**config.mk**
```make
export PLATFORM = sky130hd
export DESIGN_NAME = mem_readback
export DESIGN_NICKNAME = d
export VERILOG_FILES = /design/src/rtl/mem_readback_pkg.sv /design/src/rtl/mem_readback_word_serializer.sv /design/src/rtl/mem_readback.sv
export SDC_FILE = /design/constraint.sdc
export NUM_CORES = 1
export LEC_CHECK = 0
export BUFFER_PORTS_ARGS = -buffer_cell sky130_fd_sc_hd__buf_2
export CORE_ASPECT_RATIO = 1.2
export CORE_UTILIZATION = 36
export CTS_BUF_LIST = sky130_fd_sc_hd__clkbuf_4 sky130_fd_sc_hd__clkbuf_8
export CTS_CLUSTER_SIZE = 16
export DETAILED_ROUTE_END_ITERATION = 8
export PLACE_DENSITY_LB_ADDON = 0.08
export SYNTH_ARGS = -nofsm -noshare
export SYNTH_HDL_FRONTEND = slang
export SYNTH_SLANG_ARGS = --single-unit
```
**constraint.sdc**
```tcl
create_clock -name clk -period 2 [get_ports clk]
set_input_delay 0.1 -clock clk [delete_from_list [all_inputs] [get_ports clk]]
set_output_delay 0.1 -clock clk [all_outputs]
set_load 0.005 [all_outputs]
```
**src/rtl/mem_readback_pkg.sv**
```systemverilog
// Shared types and constants for the flash readback path (FSM states, word geometry).
// The flash writer and benches reuse WORD_BYTES as the address stride.
package mem_readback_pkg;

  typedef enum logic [2:0] {
    IDLE,
    READ,
    WAIT,
    SEND,
    FINISH
  } state_t;

  localparam int MEM_WIDTH      = 32;
  localparam int BYTES_PER_WORD = MEM_WIDTH / 8;
  localparam int WORD_BYTES     = 4;

endpackage

```
**src/rtl/mem_readback_word_serializer.sv**
```systemverilog
// Holds one memory word and emits it little-endian, a byte per accepted handshake.
// Zero-latency valid while active; out_data holds still until out_ready.
module word_serializer #(
  parameter int WIDTH = 32
) (
  input  logic             clk,
  input  logic             rst,
  input  logic             load,
  input  logic [WIDTH-1:0] load_data,
  input  logic             active,
  input  logic             out_ready,
  output logic             out_valid,
  output logic [7:0]       out_data,
  output logic             last_byte
);

  localparam int BPW   = WIDTH / 8;
  localparam int IDX_W = (BPW > 1) ? $clog2(BPW) : 1;

  logic [WIDTH-1:0] word_reg;
  logic [IDX_W-1:0] byte_idx;

  always_ff @(posedge clk or posedge rst) begin
    if (rst) begin
      word_reg <= '0;
      byte_idx <= '0;
    end else if (load) begin
      word_reg <= load_data;
      byte_idx <= '0;
    end else if (active && out_ready && !last_byte) begin
      byte_idx <= byte_idx + 1'b1;
    end
  end

  assign last_byte = (byte_idx == IDX_W'(BPW - 1));
  assign out_valid = active;
  assign out_data  = word_reg[{byte_idx, 3'b000} +: 8];

endmodule

```
**src/rtl/mem_readback.sv**
```systemverilog
// Reads num_words words from base_addr and streams them out byte by byte.
// First byte 3 cycles after start; a stalled consumer simply holds the FSM in SEND.
module mem_readback
  import mem_readback_pkg::*;
#(
  parameter int WIDTH      = 32,
  parameter int ADDR_WIDTH = 11
) (
  input  logic                  clk,
  input  logic                  rst,
  input  logic                  start,
  input  logic [ADDR_WIDTH-1:0] base_addr,
  input  logic [ADDR_WIDTH-1:0] num_words,
  output logic                  mem_rd_en,
  output logic [ADDR_WIDTH-1:0] mem_rd_addr,
  input  logic [WIDTH-1:0]      mem_rd_data,
  output logic                  out_valid,
  input  logic                  out_ready,
  output logic [7:0]            out_data,
  output logic                  busy,
  output logic                  done
);

  state_t                state, state_nxt;
  logic [ADDR_WIDTH-1:0] addr;
  logic [ADDR_WIDTH-1:0] words_left;
  logic                  last_byte;
  logic                  word_done;

  assign word_done = (state == SEND) && out_ready && last_byte;

  always_ff @(posedge clk or posedge rst) begin
    if (rst) begin
      state      <= IDLE;
      addr       <= '0;
      words_left <= '0;
    end else begin
      state <= state_nxt;
      if (state == IDLE && start) begin
        // Reads are always word aligned regardless of the caller's low bits.
        addr       <= base_addr & ~ADDR_WIDTH'(3);
        words_left <= num_words;
      end else if (word_done) begin
        addr       <= addr + ADDR_WIDTH'(WORD_BYTES);
        words_left <= words_left - 1'b1;
      end
    end
  end

  always_comb begin
    state_nxt = state;
    case (state)
      IDLE:    if (start) state_nxt = (num_words == '0) ? FINISH : READ;
      READ:    state_nxt = WAIT;
      WAIT:    state_nxt = SEND;
      SEND:    if (word_done) state_nxt = (words_left > 1) ? READ : FINISH;
      FINISH:  state_nxt = IDLE;
      default: state_nxt = IDLE;
    endcase
  end

  assign mem_rd_en   = (state == READ);
  assign mem_rd_addr = addr;
  assign busy        = (state != IDLE);
  assign done        = (state == FINISH);

  word_serializer #(.WIDTH(WIDTH)) u_ser (
    .clk       (clk),
    .rst       (rst),
    .load      (state == WAIT),
    .load_data (mem_rd_data),
    .active    (state == SEND),
    .out_ready (out_ready),
    .out_valid (out_valid),
    .out_data  (out_data),
    .last_byte (last_byte)
  );

endmodule

```
==> summary.txt, run 1 <==
STA
  • Post-route minimum period: between 1.5 and 2 ns
  • Clk_skew: 0.00928 ns
  • Fin Setup TNS: 0 ns
  • Final setup viols: 0
  • Final max-slew violation count: 0
  • Post-route setup slack: 0.263 ns
  • Max Clk Rate: 576 MHz
  • Final period util: 86.8%
  • Max_slew headroom: roughly 65%
  • Final hold slack: 0.00468 ns
  • RSZ-0062 raised after global routing: no
  • Worst slew pin tran: 0.530 ns
  • Final Hold Viols: 0

Worst setup path
  • CP max FO: 7
  • R2R Setup Slk: about 0.26 ns
  • Worst reg2reg path startpoint: u_ser.byte_idx[0]
  • Worst EP arrival: just under 2 ns
  • Crit-path slowest cell: o311ai_0
  • Worst r2r dst: words_left[6]
  • R2R depth: 5
  • Worst path max stage delay: 0.37 ns
  • CP Capture Type: register
  • CP delay by family, top: simple AND/OR/NAND/NOR gates
  • Crit path cell chain: ha_1 > and2_1 > nand4_1 > o311ai_0 > nand3_1
  • Critical path type: register to register
  • Startpoint Class: register
  • Worst Path Buf+Inv: 0
  • WP data required: between 2 and 2.5 ns

Power and ir drop
  • Flop pwr share: 39.4%
  • Cell-internal power: 3.60 mW
  • PwrDens: 1340 nW/um2
  • Peak VDD IR: 0.000620 V
  • Comb pwr share: 40.6%
  • Clock power share: 20.0%
  • Leak: about 1.8 nW
  • P_sw: between 1.5 and 2 mW
  • Switching Fraction: roughly 33%

Global routing
  • Vias in the first global route: 2,357
  • Gr ovfl total: 0
  • Largest net degree at the start of global routing: 35
  • Tot GR Track Use: 17.6%
  • Initial antenna violation count: 0
  • Global-route wire length before repair: 11.4 mm

CTS
  • H-tree depth: 3
  • CTS buffer count: 9
  • Clock Latency Late Sink: 0.34 ns
  • CTS clk-pin slew, worst paths: 0.06 ns
  • CTS resizes: 0
  • Post CTS Setup Buffer Count: 0
  • Root Buffer Master: clkbuf_8
  • CTS tree: built
  • Post-CTS Hold Buffers: 41
  • CTS Sinks: 57
  • Maximum clock path buffer count: 2

Layout
  • Area grow syn2layout: 38.2%
  • Final Net Count: ~430
  • Fillcell total: 693
  • Max reg flops: 32
  • Final std cells w/o fill: 462
  • Share of layout cells above drive strength 1: 40.8%
  • Fin util: around half
  • Diode count: 0

Floorplan
  • Die height: 100 um
  • I/O pins: 81
  • Core area: 7750 um2
  • Die ar.: around 8400 um2
  • Num rows: 35
  • Width of the chip: 84.1 um
  • Starting Density: 37.5%

Hold path
  • Hold depth: 3
  • Min-delay src: num_words[5]
  • WHS Endpoint: words_left[5]
  • Worst hold path class: input port to register

Synthesis
  • Synthesized area per cell: 12.0 um2
  • Asr flop ratio synth: 100%
  • Post-Syn Instances: 243
  • Area of the mapped netlist: 2910 um2
  • Ys Warns: 0
  • Register area share after synthesis: 49.0%
  • Seq cells post-synth: 57
  • Netlist cell types: 50
  • Primary FF master, synth: dfrtp_1
  • Number of synthesized flops with an enable pin: 0

Detailed routing
  • Via density: 5.20
  • DR DRC count: 8
  • DR vias: about 2,400
  • Drt first pass iters: 7
  • Average wire per standard cell: roughly 15 um
  • Post-route antenna net violation count: 0
  • Iteration-0 DRC Markers: 71
  • WL final: 6.79 mm

Run
  • Max Cap Viol: 0

Outcome
  • Failing checks: DRC
  • Status: finished with violations

Place
  • Placed Cells: 406
  • Gpl congestion: about 0.75
  • Pre-CTS setup slack: 0.234 ns
  • DP HPWL: 4.81 mm
  • Buffers on Ports: 76
cells by family after synthesis:
| family | count (synthesis) | synth area share [%] |
|---|---|---|
| AO/OA/AOI/OAI | 35 | 8.95 |
| XOR/XNOR | 3 | 0.903 |
| adder cells (fa/ha/maj) | 4 | 1.72 |
| buffers and inverters | 21 | 4.00 |
| flip-flops | 57 | 49.0 |
| multiplexers | 43 | 19.6 |
| other | 1 | 0.129 |
| AND/OR/NAND/NOR | 79 | 15.7 |
cells in the final DEF, fill, tap and decap left out, types with 3 or more instances in the layout:
cell type | synthesis | layout
mux2_2 | 32 | 32
mux2i_1 | 3 | 3
and2_1 | 4 | 4
dfrtp_1 | 57 | 57
nor4_1 | 4 | 4
o311ai_0 | 3 | 3
nand3_1 | 8 | 8
ha_1 | 4 | 4
mux4_2 | 8 | 8
o21ai_0 | 6 | 6
nor2_1 | 16 | 16
buf_2 | 9 | 76
nand2_1 | 15 | 15
inv_1 | 5 | 4
o211ai_1 | 5 | 5
buf_4 | 3 | 8
nand4_1 | 7 | 7
nor3b_1 | 4 | 4
a211oi_1 | 4 | 4
or3_1 | 3 | 3
clkbuf_8 | 0 | 10
dlygate4sd3_1 | 0 | 41
power groups by stage:
stage                     registers (mW)  logic, mW  clock network [mW]
after floorplan                     2.02       1.60                   0
after global placement              2.13       2.13                   0
after detailed placement            2.15       2.17                   0
after CTS                           2.13       2.24                1.11
after global routing                2.22       2.43                1.17
final                               2.13       2.19                1.08
Yosys cell counts, drive strengths merged, types with 3 or more instances:
| library cell | n | area, um2 |
|---|---|---|
| a211oi | 4 | 30.0 |
| a21oi | 3 | 18.8 |
| and2 | 4 | 25.0 |
| buf | 14 | 90.1 |
| dfrtp | 57 | 1430 |
| ha | 4 | 50.1 |
| inv | 5 | 18.8 |
| mux2 | 32 | 360 |
| mux2i | 3 | 30.0 |
| mux4 | 8 | 180 |
| nand2 | 15 | 56.3 |
| nand3 | 9 | 50.1 |
| nand4 | 7 | 43.8 |
| nor2 | 16 | 60.1 |
| nor3b | 4 | 30.0 |
| nor4 | 4 | 25.0 |
| o211ai | 5 | 37.5 |
| o21ai | 8 | 55.1 |
| o311ai | 3 | 26.3 |
| or3 | 4 | 30.0 |
per-layer routing:
metal / vias to the layer above / track usage, % / routed length, um
met5: - / 0 / 0
met4: 0 / 7.96 / 138
met1: 1175 / 21.9 / 3020
met3: 11 / 4.01 / 312
met2: 62 / 29.3 / 3320
li1: 1156 / - / -
final cells by class:
cell class	count	area (um2)	share of cell area (%)
clock buffer	10	138	3.42
clock inverter	5	56.3	1.40
inverter	5	18.8	0.467
multi-input combinational	166	1380	34.2
sequential	57	1430	35.5
tap	92	115	2.86
timing repair buffer	127	891	22.2
worst register-to-register path, stage by stage, from the launching register on:
cell and delay, ns:
dfrtp_1 0.35, ha_1 0.20, and2_1 0.31, nand4_1 0.27, o311ai_0 0.37, nand3_1 0.11
how the worst max path moves through the flow:
| stage | startpoint | end | slack (ns) | cells past startpoint |
|---|---|---|---|---|
| finish | u_ser.byte_idx[0] | words_left[6] | 0.26 | 5 |
| detailed placement | u_ser.byte_idx[0] | words_left[6] | 0.23 | 5 |
| global route | u_ser.byte_idx[0] | words_left[6] | 0.05 | 5 |
| CTS | u_ser.byte_idx[0] | words_left[9] | 0.22 | 5 |
| global placement | words_left[5] | state[0] | 0.24 | 4 |
| floorplan | state[0] | words_left[2] | 0.33 | 6 |
metrics by stage:
stage | power [mW] | area, um2
after global placement | 4.26 | 3420
final | 5.40 | 4020
after global routing | 5.82 | 4020
after CTS | 5.48 | 4020
after floorplan | 3.61 | 2910
after detailed placement | 4.32 | 3420
No activity file was read; power rests on OpenSTA's default activity.
==> run 2: changes to the inputs <==
- CORE_UTILIZATION: 36 -> 30
- PLACE_DENSITY_LB_ADDON: 0.08 -> 0.25
==> run 2 against run 1 <==
The run now ends clean. Core utilization is 8.6 points lower. Largest power group unchanged. Highest routed layer unchanged. Non-clock buffer count is 3 higher. Critical path depth is 1 lower. Sequential cell count stayed put. Via count is 0.25% lower.
==> summary.txt, run 2 (synthesis results as in run 1) <==
Outcome
  • Status: finished clean

Global routing
  • Global-route wire length before repair: 12.0 mm (+5.4%)
  • Gr ovfl total: 0 (unchanged)
  • Largest net degree at the start of global routing: 35 (unchanged)
  • Tot GR Track Use: 15.5% (-2.1 points)
  • Vias in the first global route: 2,478 (+5.1%)
  • Initial antenna violation count: 0 (unchanged)

Layout
  • Diode count: 0 (unchanged)
  • Fin util: 43.2% (-8.6 points)
  • Max reg flops: 32 (unchanged)
  • Final Cell Area: 4090 um2 (+1.8%)
  • Commonest non-fill, non-tap cells in the layout: 76 x buf_2, 57 x dfrtp_1, 42 x dlygate4sd3_1, 32 x mux2_2, 16 x nor2_1
  • Area grow syn2layout: 40.7%
  • Commonest non-fill, non-tap cell in the layout: buf_2
  • Final Net Count: 431 (+0.70%)
  • Final std cells w/o fill: 497 (+7.6%)
  • Share of layout cells above drive strength 1: 41.2% (+0.37 points)

CTS
  • Post-CTS Hold Buffers: 42 (+2.4%)
  • CTS clk-pin slew, worst paths: 0.06 ns (about the same)
  • Maximum clock path buffer count: 2 (unchanged)
  • Post CTS Setup Buffer Count: 0 (unchanged)
  • CTS Sinks: 57 (unchanged)
  • Root Buffer Master: clkbuf_8
  • CTS buffer count: 9 (unchanged)
  • CTS resizes: 0 (unchanged)
  • Clock Latency Late Sink: 0.34 ns (about the same)
  • H-tree depth: 3 (unchanged)
  • CTS tree: built

Hold path
  • WHS Endpoint: words_left[3]
  • Min-delay src: num_words[3]
  • Worst hold path class: input port to register
  • Hold depth: 3 (unchanged)

Detailed routing
  • Metal3 WL: 344 um (+10%)
  • DR DRC count: 0 (-8)
  • Met2 wire len: 3.53 mm (+6.4%)
  • Average wire per standard cell: 14.4 um (-2.0%)
  • DR vias: 2,398 (-0.25%)
  • Metal-1 WL: 3.14 mm (+4.1%)
  • Drt first pass iters: 4 (-3)
  • WL final: 7.16 mm (+5.5%)
  • DR top layer: met4
  • Post-route antenna net violation count: 0 (unchanged)
  • Iteration-0 DRC Markers: 105 (+48%)
  • Via density: 4.82 (-7.3%)

Place
  • Buffers on Ports: 76 (unchanged)
  • Gpl congestion: 0.771 (+2.6%)
  • Dpl cell area: 3460 um2 (+1.2%)
  • Placed Cells: 439 (+8.1%)
  • Pre-CTS setup slack: 0.221 ns (-0.0129 ns)
  • DP HPWL: 5.10 mm (+6.0%)

Floorplan
  • I/O pins: 81 (unchanged)
  • Width of the chip: 91.9 um (+9.3%)
  • Die height: 110 um (+9.4%)
  • Num rows: 39 (+11%)
  • Starting Density: 30.7% (-6.8 points)
  • Die ar.: 10,100 um2 (+20%)
  • Core area: 9470 um2 (+22%)

STA
  • Final hold slack: 0.0178 ns (+0.0131 ns)
  • Max_slew headroom: 64.0% (-0.58 points)
  • Final period util: 89.9% (+3.1 points)
  • Fin Setup TNS: 0 ns (unchanged)
  • Max Clk Rate: 556 MHz (-3.5%)
  • Final setup viols: 0 (unchanged)
  • RSZ-0062 raised after global routing: no
  • Worst slew pin tran: 0.539 ns (+0.00867 ns)
  • Post-route setup slack: 0.201 ns (-0.0621 ns)
  • Clk_skew: 0.00856 ns (-0.000715 ns)
  • Final Hold Viols: 0 (unchanged)
  • Post-route minimum period: 1.80 ns (+0.0621 ns)
  • Final max-slew violation count: 0 (unchanged)

Worst setup path
  • Startpoint Class: register
  • CP Capture Type: register
  • Crit-path slowest cell: dfrtp_1
  • R2R Setup Slk: 0.20 ns (-0.06 ns)
  • Worst path max stage delay: 0.41 ns (+0.04 ns)
  • CP delay by family, top: simple AND/OR/NAND/NOR gates
  • Worst Path Buf+Inv: 0 (unchanged)
  • Critical path type: register to register
  • CP max FO: 5 (-2)
  • R2R depth: 4 (-1)
  • Crit path cell chain: or3_4 > nor4_1 > nor4b_2 > o22ai_1
  • WP data required: 2.21 ns (about the same)
  • Worst reg2reg path startpoint: words_left[5]
  • Worst r2r dst: state[0]
  • Worst EP arrival: 2.01 ns (+0.07 ns)

Power and ir drop
  • PwrDens: 1350 nW/um2 (+0.77%)
  • Leak: 1.79 nW (+1.2%)
  • Peak VDD IR: 0.000614 V (-1.0%)
  • Overall power: 5.54 mW (+2.6%)

Run
  • Max Cap Viol: 0 (unchanged)
[run 2: worst reg2reg max path: stages, from the launching register on]
cell     delay [ns]
dfrtp_1        0.41
or3_4          0.39
nor4_1         0.35
nor4b_2        0.40
o22ai_1        0.13
[run 2: final cells by class]
type                       count  area (um2)
clock buffer                  10         131
fill                         938        5370
tap                          123         154
clock inverter                 6        82.6
sequential                    57        1430
timing repair buffer         130         903
inverter                       5        18.8
multi-input combinational    166        1380
[run 2: where the power goes]
part           total [mW]  leakage (nW)  switching [mW]  internal (mW)
clock network        1.18         0.109           0.473          0.708
logic                2.24         0.995           0.944           1.30
registers            2.12         0.684           0.397           1.72
total                5.54          1.79            1.81           3.73
[run 2: how the worst max path moves through the flow]
stage	start	endpoint	slack, ns	depth (start not counted)
2_1_floorplan	state[0]	words_left[2]	0.33	6
3_3_place_gp	words_left[6]	state[0]	0.26	4
3_5_place_dp	words_left[5]	state[0]	0.22	4
4_1_cts	words_left[5]	state[0]	0.23	4
5_1_grt	u_ser.byte_idx[0]	words_left[6]	0.1	5
6_report	words_left[5]	state[0]	0.20	4
[run 2: layer usage]
layer | up-vias | global-route usage (%)
li1 | 1164 | -
met1 | 1148 | 19.1
met2 | 73 | 26.4
met3 | 13 | 2.97
met4 | 0 | 6.92
met5 | - | 0
==> run 3: changes to the inputs <==
- ABC_AREA: unset -> 1
==> run 3 against run 2 <==
Core utilization fell by 0.88 points. Worst hold slack got worse by 0.0068 ns. Largest power group unchanged. Worst setup slack improved by 0.057 ns. Critical path depth did not move. Synthesized area rose by 7.0%. Clock power rose by 16%. Clock-buffer cell count rose by 1. Die area rose by 6.8%. Critical path type is now register to primary output. Sequential share of layout area fell by 1.4 points. First-iteration DRC count fell by 2.9%.
==> summary.txt, run 3 <==
Synthesis
  • Dominant cells by area after synthesis: dfrtp_1 46%, nand2_1 20%, nor2_1 5.2%
  • Primary FF master, synth: dfrtp_1
  • Seq cells post-synth: 57 (unchanged)
  • Asr flop ratio synth: 100% (unchanged)
  • Post-Syn Instances: 414 (+70%)
  • Top-count cell post-synth: nand2_1
  • Synthesized area per cell: 7.52 um2 (-37%)
  • Post-synth top cells: 164 x nand2_1, 57 x dfrtp_1, 43 x nor2_1
  • Ys Warns: 0 (unchanged)
  • Netlist cell types: 37 (-26%)
  • Area of the mapped netlist: 3110 um2 (+7.0%)
  • Post-synth top area share: 45.8% (-3.2 points)
  • Register area share after synthesis: 45.8% (-3.2 points)
  • Synth area leader: dfrtp_1
  • Number of synthesized flops with an enable pin: 0 (unchanged)

Layout
  • Commonest non-fill, non-tap cell in the layout: nand2_1
  • Commonest non-fill, non-tap cells in the layout: 164 x nand2_1, 76 x buf_2, 57 x dfrtp_1, 43 x nor2_1, 39 x dlygate4sd3_1
  • Diode count: 0 (unchanged)
  • Final Net Count: 595 (+38%)
  • Max reg flops: 32 (unchanged)
  • Storage cell area: 1430 um2 (unchanged)
  • Area grow syn2layout: 36.9%
  • Share of layout cells above drive strength 1: 22.9% (-18 points)
  • Area of the multi-input gates: 1480 um2 (+7.5%)
  • Fillcell total: 1,014 (+8.1%)

Floorplan
  • Die ar.: 10,800 um2 (+6.8%)
  • Core area: 10,100 um2 (+6.3%)
  • Width of the chip: 95.0 um (+3.4%)
  • I/O pins: 81 (unchanged)
  • Die height: 114 um (+3.4%)
  • Num rows: 40 (+2.6%)
  • Starting Density: 30.9% (+0.20 points)

Worst setup path
  • Worst EP arrival: 1.64 ns (-0.37 ns)
  • CP Launch Point: u_ser.byte_idx[0]
  • Crit-path slowest cell: dfrtp_1
  • R2R depth: 7 (+3)
  • CP max FO: 18 (+13)
  • WP data required: 1.90 ns (-0.31 ns)
  • Startpoint Class: register
  • Crit path cell chain: inv_1 > nor2_1 > o22ai_1 > buf_2
  • CP Capture Type: primary output
  • R2R Setup Slk: 0.41 ns (+0.21 ns)
  • Worst path max stage delay: 0.46 ns (+0.05 ns)
  • Worst reg2reg path startpoint: words_left[0]
  • Worst r2r dst: words_left[10]
  • Critical path type: register to primary output
  • Worst Path Buf+Inv: 2 (+2)
  • CP delay by family, top: buffers and inverters

STA
  • RSZ-0062 raised after global routing: no
  • Final hold slack: 0.0110 ns (-0.00681 ns)
  • Max_slew headroom: 63.3% (-0.74 points)
  • Worst slew pin tran: 0.550 ns (+0.0111 ns)
  • Clk_skew: 0.00361 ns (-0.00496 ns)
  • Final Hold Viols: 0 (unchanged)
  • Final max-slew violation count: 0 (unchanged)
  • Final setup viols: 0 (unchanged)
  • Fin Setup TNS: 0 ns (unchanged)
  • Final period util: 87.1% (-2.8 points)
  • Post-route minimum period: 1.74 ns (-0.0570 ns)
  • Max Clk Rate: 574 MHz (+3.3%)

Power and ir drop
  • PwrDens: 1460 nW/um2 (+7.6%)
  • Overall power: 6.20 mW (+12%)
  • Peak VDD IR: 0.000557 V (-9.3%)
  • Leak: 2.20 nW (+23%)

CTS
  • CTS resizes: 0 (unchanged)
  • H-tree depth: 3 (unchanged)
  • Root Buffer Master: clkbuf_8
  • CTS tree: built
  • CTS Sinks: 57 (unchanged)
  • Post CTS Setup Buffer Count: 0 (unchanged)
  • Maximum clock path buffer count: 2 (unchanged)
  • CTS buffer count: 9 (unchanged)
  • Clock Latency Late Sink: 0.34 ns (about the same)
  • Post-CTS Hold Buffers: 39 (-7.1%)
  • CTS clk-pin slew, worst paths: 0.07 ns (about the same)

Detailed routing
  • DR vias: 3,042 (+27%)
  • Via density: 4.58 (-5.0%)
  • Drt first pass iters: 4 (unchanged)
  • Post-route antenna net violation count: 0 (unchanged)
  • DR DRC count: 0 (unchanged)
  • Average wire per standard cell: 12.4 um (-14%)
  • WL final: 8.26 mm (+15%)
  • Iteration-0 DRC Markers: 102 (-2.9%)

Place
  • Gpl congestion: 0.832 (+8.0%)
  • Buffers on Ports: 76 (unchanged)
  • DP HPWL: 5.59 mm (+9.5%)

Global routing
  • Gr ovfl total: 0 (unchanged)
  • Tot GR Track Use: 17.0% (+1.5 points)
  • Vias in the first global route: 3,141 (+27%)
  • Largest net degree at the start of global routing: 37 (+5.7%)
  • Global-route wire length before repair: 14.1 mm (+17%)
  • Initial antenna violation count: 0 (unchanged)

Hold path
  • Worst hold path class: input port to register
  • Hold depth: 3 (unchanged)
  • Min-delay src: num_words[10]
  • WHS Endpoint: words_left[10]

Run
  • Max Cap Viol: 0 (unchanged)

Outcome
  • Status: finished clean
==> run 3: kinds of logic (layout without fill, tap and decap cells) <==
kind of cell	count (synthesis)	after routing	synth area share, %
AND/OR/NAND/NOR	262	262	36.5
flip-flops	57	57	45.8
AO/OA/AOI/OAI	44	44	8.40
buffers and inverters	43	166	6.71
adder cells (fa/ha/maj)	4	4	1.61
XOR/XNOR	3	3	0.845
other	1	2	0.121
==> run 3: worst max path at each step <==
| stage | slack, ns | endpoint | cells after the start |
|---|---|---|---|
| after detailed placement | 0.44 | words_left[10] | 7 |
| after floorplan | 0.50 | mem_rd_addr[10] | 1 |
| after CTS | 0.24 | out_data[3] | 4 |
| after global routing | 0.04 | out_data[7] | 4 |
| after global placement | 0.48 | mem_rd_addr[9] | 7 |
| final | 0.26 | out_data[7] | 4 |
==> run 3: worst min-delay path: stages <==
cell and delay, ns:
buf_2 0.09, nand2_1 0.05, nand3_1 0.07
==> run 3: routing by layer <==
layer,GRT usage (%),wire (um),vias to the layer above
li1,-,-,1555
met1,19.8,3610,1388
met2,29.9,4150,90
met3,4.33,390,9
met4,5.45,108,0
met5,0,0,-
==> run 3: area by class of cell <==
type | instances | share of cell area (%)
Sequential cell | 57 | 33.5
Tap cell | 126 | 3.70
Clock buffer | 11 | 3.41
Clock inverter | 5 | 2.41
Timing Repair Buffer | 122 | 19.6
Inverter | 28 | 2.64
Multi-Input combinational cell | 315 | 34.7
==> run 3: power breakdown <==
group | switching [mW] | internal [mW] | leakage (nW)
clock | 0.493 | 0.874 | 0.123
sequential | 0.449 | 1.71 | 0.698
combinational | 1.59 | 1.09 | 1.38
total | 2.53 | 3.68 | 2.20
==> run 3: through the flow <==
step | util [%] | cell area, um2 | std cells | setup slack, ns
2_1_floorplan | - | 3120 | 415 | 0.500
3_3_place_gp | 36.0 | 3620 | 609 | 0.478
3_5_place_dp | 36.0 | 3620 | 609 | 0.435
4_1_cts | 42.4 | 4260 | 664 | 0.239
5_1_grt | 42.4 | 4260 | 664 | 0.0437
6_report | 42.4 | 4260 | 664 | 0.258
